<file path="src/rtl/ctrl_hazard_tracker_pkg.sv">
// Shared types for the ID-stage hazard tracker: the in-flight control bundle
// kept per post-ID stage, and the halt-drain FSM states.
package ctrl_hazard_tracker_pkg;

    typedef logic [4:0] regbits_t;

    typedef struct packed {
        logic     valid;
        logic     regwr;
        logic     memread;
        regbits_t dest;
    } hazard_entry_t;

    typedef enum logic [1:0] {
        RUN    = 2'd0,
        DRAIN  = 2'd1,
        HALTED = 2'd2
    } trk_state_t;

endpackage

</file>
<file path="src/rtl/ctrl_hazard_tracker_fwd_select.sv">
// Priority matcher for one source operand: scans the in-flight entries and
// reports the youngest producer as a forward select, plus whether it is a load too young to forward.
module ctrl_fwd_select
    import ctrl_hazard_tracker_pkg::*;
#(
    parameter int STAGES     = 3,
    parameter int REGS       = 32,
    parameter int LOAD_STAGE = 2,
    parameter int FSW        = 2
) (
    input  hazard_entry_t  entries [STAGES],
    input  regbits_t       rx,
    input  logic           use_rx,
    output logic [FSW-1:0] sel,
    output logic           blocked
);

    logic operand_live;

    assign operand_live = use_rx && (rx != '0) && (int'(rx) < REGS);

    // Oldest to youngest so the youngest match overwrites; load data becomes
    // forwardable once its select value reaches LOAD_STAGE.
    always_comb begin
        sel     = '0;
        blocked = 1'b0;
        for (int s = STAGES - 1; s >= 0; s--) begin
            if (operand_live && entries[s].valid && entries[s].regwr &&
                (entries[s].dest == rx)) begin
                sel     = FSW'(s + 1);
                blocked = entries[s].memread && ((s + 1) < LOAD_STAGE);
            end
        end
    end

endmodule

</file>
<file path="src/rtl/ctrl_hazard_tracker.sv">
// Hazard/forwarding tracker beside the ID stage: shifts in-flight control bundles,
// drives ID stall, bubble insert, forward selects and the HALT drain sequence.
module ctrl_hazard_tracker
    import ctrl_hazard_tracker_pkg::*;
#(
    parameter  int STAGES     = 3,
    parameter  int REGS       = 32,
    parameter  int LOAD_STAGE = 2,
    localparam int FSW        = $clog2(STAGES + 1)
) (
    input  logic           CLK,
    input  logic           RST,
    input  logic           id_valid,
    input  regbits_t       id_rs,
    input  regbits_t       id_rt,
    input  logic           id_use_rs,
    input  logic           id_use_rt,
    input  logic           id_regwr,
    input  regbits_t       id_dest,
    input  logic           id_memread,
    input  logic           id_halt,
    input  logic           ex_flush,
    input  logic           mem_stall,
    output logic           stall_id,
    output logic           bubble,
    output logic [FSW-1:0] fwd_rs_sel,
    output logic [FSW-1:0] fwd_rt_sel,
    output logic           halt_out
);

    hazard_entry_t  entries_q [STAGES];
    hazard_entry_t  entries_d [STAGES];
    trk_state_t     state_q, state_d;
    logic [FSW-1:0] cnt_q, cnt_d;

    hazard_entry_t  ins_entry;
    logic           ins_valid;
    logic           advance;
    logic           rs_blocked;
    logic           rt_blocked;

    ctrl_fwd_select #(
        .STAGES     (STAGES),
        .REGS       (REGS),
        .LOAD_STAGE (LOAD_STAGE),
        .FSW        (FSW)
    ) u_fwd_rs (
        .entries (entries_q),
        .rx      (id_rs),
        .use_rx  (id_use_rs),
        .sel     (fwd_rs_sel),
        .blocked (rs_blocked)
    );

    ctrl_fwd_select #(
        .STAGES     (STAGES),
        .REGS       (REGS),
        .LOAD_STAGE (LOAD_STAGE),
        .FSW        (FSW)
    ) u_fwd_rt (
        .entries (entries_q),
        .rx      (id_rt),
        .use_rx  (id_use_rt),
        .sel     (fwd_rt_sel),
        .blocked (rt_blocked)
    );

    // A flush cancels the load-use stall, but a draining or halted tracker always stalls ID.
    assign advance   = !mem_stall;
    assign stall_id  = (state_q != RUN) || (!ex_flush && (rs_blocked || rt_blocked));
    assign ins_valid = (state_q == RUN) && id_valid && !stall_id && !ex_flush;
    assign bubble    = !ins_valid;
    assign halt_out  = (state_q == HALTED);

    always_comb begin
        ins_entry = '0;
        if (ins_valid) begin
            ins_entry.valid   = 1'b1;
            ins_entry.regwr   = id_regwr;
            ins_entry.memread = id_memread;
            ins_entry.dest    = id_dest;
        end
    end

    always_comb begin
        entries_d = entries_q;
        if (advance) begin
            entries_d[0] = ins_entry;
            for (int i = 1; i < STAGES; i++) begin
                entries_d[i] = entries_q[i - 1];
            end
        end
    end

    // The drain counter only moves on advancing cycles, so a dcache miss stretches the drain.
    always_comb begin
        state_d = state_q;
        cnt_d   = cnt_q;
        case (state_q)
            RUN: begin
                if (advance && ins_valid && id_halt) begin
                    state_d = DRAIN;
                    cnt_d   = FSW'(STAGES);
                end
            end
            DRAIN: begin
                if (advance) begin
                    if (cnt_q <= FSW'(1)) begin
                        cnt_d   = '0;
                        state_d = HALTED;
                    end else begin
                        cnt_d = cnt_q - FSW'(1);
                    end
                end
            end
            HALTED: begin
                state_d = HALTED;
            end
            default: begin
                state_d = RUN;
                cnt_d   = '0;
            end
        endcase
    end

    always_ff @(posedge CLK) begin
        if (RST) begin
            state_q <= RUN;
            cnt_q   <= '0;
            for (int i = 0; i < STAGES; i++) begin
                entries_q[i] <= '0;
            end
        end else begin
            state_q   <= state_d;
            cnt_q     <= cnt_d;
            entries_q <= entries_d;
        end
    end

endmodule
</file>
<file path="config.mk">
export PLATFORM = sky130hd
export DESIGN_NAME = ctrl_hazard_tracker
export DESIGN_NICKNAME = d
export VERILOG_FILES = /design/src/rtl/ctrl_hazard_tracker_pkg.sv /design/src/rtl/ctrl_hazard_tracker_fwd_select.sv /design/src/rtl/ctrl_hazard_tracker.sv
export SDC_FILE = /design/constraint.sdc
export NUM_CORES = 1
export LEC_CHECK = 0
export ABC_CLOCK_PERIOD_IN_PS = 2420
export BUFFER_PORTS_ARGS = -buffer_cell sky130_fd_sc_hd__buf_4
export CORE_MARGIN = 2
export CORE_UTILIZATION = 45
export DETAILED_ROUTE_END_ITERATION = 7
export GPL_ROUTABILITY_DRIVEN = 0
export PLACE_DENSITY = 0.75
export SKIP_CTS_REPAIR_TIMING = 1
export SYNTH_ARGS = -nofsm -noshare
export SYNTH_HDL_FRONTEND = slang
export SYNTH_HIERARCHICAL = 1
export SYNTH_SLANG_ARGS = --single-unit
</file>
<file path="constraint.sdc">
create_clock -name CLK -period 2.42 [get_ports CLK]
set_input_delay 0.242 -clock CLK [delete_from_list [all_inputs] [get_ports CLK]]
set_output_delay 0.242 -clock CLK [all_outputs]
set_load 0.02 [all_outputs]
</file>
==> flow_summary.json <==
{
  "outcome": "complete, no violations",
  "cp.arrival_ns": 2.03,
  "setup_viol": 0,
  "antenna_left": 0,
  "r2r-end": "entries_q[19]$_SDFFE_PP0N_",
  "regToRegStartpoint": "entries_q[19]$_SDFFE_PP0N_",
  "clk_latency_ns": 0.31,
  "period_share_pct": 93.80,
  "grt_first_pass_wirelength_um": 5727,
  "drive_above_1_share_pct": 21.89,
  "dr.pass1.iters": 4,
  "track_usage_pct": 17.59,
  "clkTransAtPathRegs_ns": 0.13,
  "switching_share_pct": 26.14,
  "overflow": 0,
  "p_sw_w": 0.0002027,
  "synth_cells": 173,
  "r2r_slack_ns": 0.35,
  "fp.dieW_um": 63.45,
  "fin_hold_ws_ns": 0.1515,
  "syn_nets": 202,
  "cts-htree-levels": 1,
  "combinationalPowerShare_pct": 19.8,
  "cap_viol_max_count": 0,
  "worstSetupPathType": "reg -> out",
  "maxSlewViolCount": 0,
  "wl_per_cell_um": 13.68,
  "cp_max_fo": 4,
  "area_growth_pct": 14.79,
  "hold_viol": 0,
  "fin_setup_tns_ns": 0,
  "r2r_cells": 8,
  "crit_required_ns": 2.18,
  "diodes": 0,
  "hold_class": "in -> reg",
  "syn_area_per_cell_sq_um": 9.192,
  "grt_max_degree": 30,
  "startpoint": "entries_q[19]$_SDFFE_PP0N_",
  "port-buffer-count": 31,
  "start_kind": "flop",
  "skew_ns": 0.002382,
  "power_frac_seq_pct": 57.7,
  "intPower_w": 0.0005728,
  "grt_pass1_vias": 1259,
  "fin_nets": 232,
  "worstSetupEndpointType": "primary output",
  "hp-start": "id_dest[2]",
  "cts_tree": "done",
  "drt_wl_total_um": 3380,
  "syn_area_sq_um": 1590,
  "die_area_sq_um": 4025,
  "drt_drc_violations_left": 0,
  "numCtsBuffers": 3,
  "dieHeight_um": 63.45,
  "ys.warnings.count": 6,
  "worst_slew_pin_slew_ns": 0.4317,
  "p_per_area_nw_per_um2": 424.8,
  "num_io_pins": 32,
  "irDropWorstVdd_v": 0.0001598,
  "power_frac_clock_pct": 22.5,
  "via_count": 1292,
  "finalCriticalPeriod_ns": 2.270,
  "power_leakage_nw": 0.7035,
  "cts.sinks": 26,
  "cts_root_buf": "clkbuf_4",
  "dpl.hpwl_um": 2636,
  "clockBufferDepth": 2,
  "rsz0062_at_grt": "no",
  "viasPerCell": 5.231,
  "antenna_found_initial": 0,
  "start_util_pct": 47.28,
  "relSlewSlack_pct": 71.00,
  "rows": 21,
  "first_iter_violations": 63,
  "crit_path_end": "stall_id",
  "fmax_ghz": 0.4405,
  "core_area_sq_um": 3363
}
==> sequential cells by signal, summed over array words and instances (netlist names) <==
register	flops
state_q	2
cnt_q	2
entries_q	22
==> how the worst min path moves through the flow <==
stage | endpoint | cells after the start | slack (ns)
finish | entries_q[18]$_SDFFE_PP0N_ | 3 | 0.15
global route | entries_q[18]$_SDFFE_PP0N_ | 3 | 0.14
CTS | entries_q[22]$_SDFFE_PP0N_ | 3 | 0.15
detailed placement | cnt_q[0]$_SDFFE_PP0P_ | 3 | 0.48
global placement | cnt_q[0]$_SDFFE_PP0P_ | 3 | 0.48
floorplan | cnt_q[0]$_SDFFE_PP0P_ | 2 | 0.37
==> metrics by stage <==
stage	util [%]	cells	setup slack [ns]	power (W)	area, sq um
detailed placement	53.61	244	0.1160	0.0006108	1803
floorplan	-	173	0.5285	0.0005549	1590
global placement	53.61	244	0.1842	0.0006082	1803
CTS	54.28	247	0.1447	0.0007854	1826
finish	54.28	247	0.1501	0.0007755	1826
global route	54.28	247	0.03851	0.0008234	1826
==> layout by cell type (no fill, tap or decap) <==
cell      count
xnor2_1      28
nand2b_1      5
nor2b_1       1
xor2_1        2
a21oi_1       6
nand3_1       4
a21o_1        2
mux2i_1      16
nand4b_1      1
or4_4         2
clkbuf_4      3
ha_1          4
nor4bb_1      1
o21ai_0       2
nand3_2       1
buf_4        32
a22oi_1       6
nor2_1       25
o21ai_2       2
nor3_2        1
nor3_1        4
a211oi_1      1
a22oi_2       1
o21ai_1       2
or3_2         2
or4_1         2
nand2_1       6
and2_1        2
nand4_1       6
dfxtp_1      26
nand3b_1      1
inv_1         3
and4b_1       1
==> power groups by stage <==
| stage | clock network (W) | registers, W | logic [W] |
|---|---|---|---|
| finish | 0.000175 | 0.000447 | 0.000154 |
| global route | 0.000206 | 0.000449 | 0.000168 |
| CTS | 0.000183 | 0.000448 | 0.000154 |
| detailed placement | 0 | 0.000457 | 0.000154 |
| global placement | 0 | 0.000456 | 0.000152 |
| floorplan | 0 | 0.000454 | 0.000101 |
==> worst max-delay path, cell delays in order, from the launching register on <==
cell	delay [ns]
dfxtp_1	0.44
xnor2_1	0.16
nand4_1	0.11
nor3_1	0.39
and2_1	0.23
nor2_1	0.07
o21ai_0	0.16
buf_4	0.17
==> final cells by class <==
| cell class | instances | area [sq um] |
|---|---|---|
| fill | 339 | 1538 |
| multi-input combinational | 137 | 973.4 |
| sequential | 26 | 520.5 |
| timing repair buffer | 32 | 240.2 |
| tap | 46 | 57.56 |
| clock buffer | 3 | 22.52 |
| inverter | 3 | 11.26 |
==> routing by layer <==
layer,vias up,global-route usage [%],routed length (um)
li1,656,-,-
met5,-,0,0
met3,2,3.214,163
met4,0,4.891,19
met1,604,23.22,1638
met2,30,29.34,1558
(Power assumes the default switching activity.)
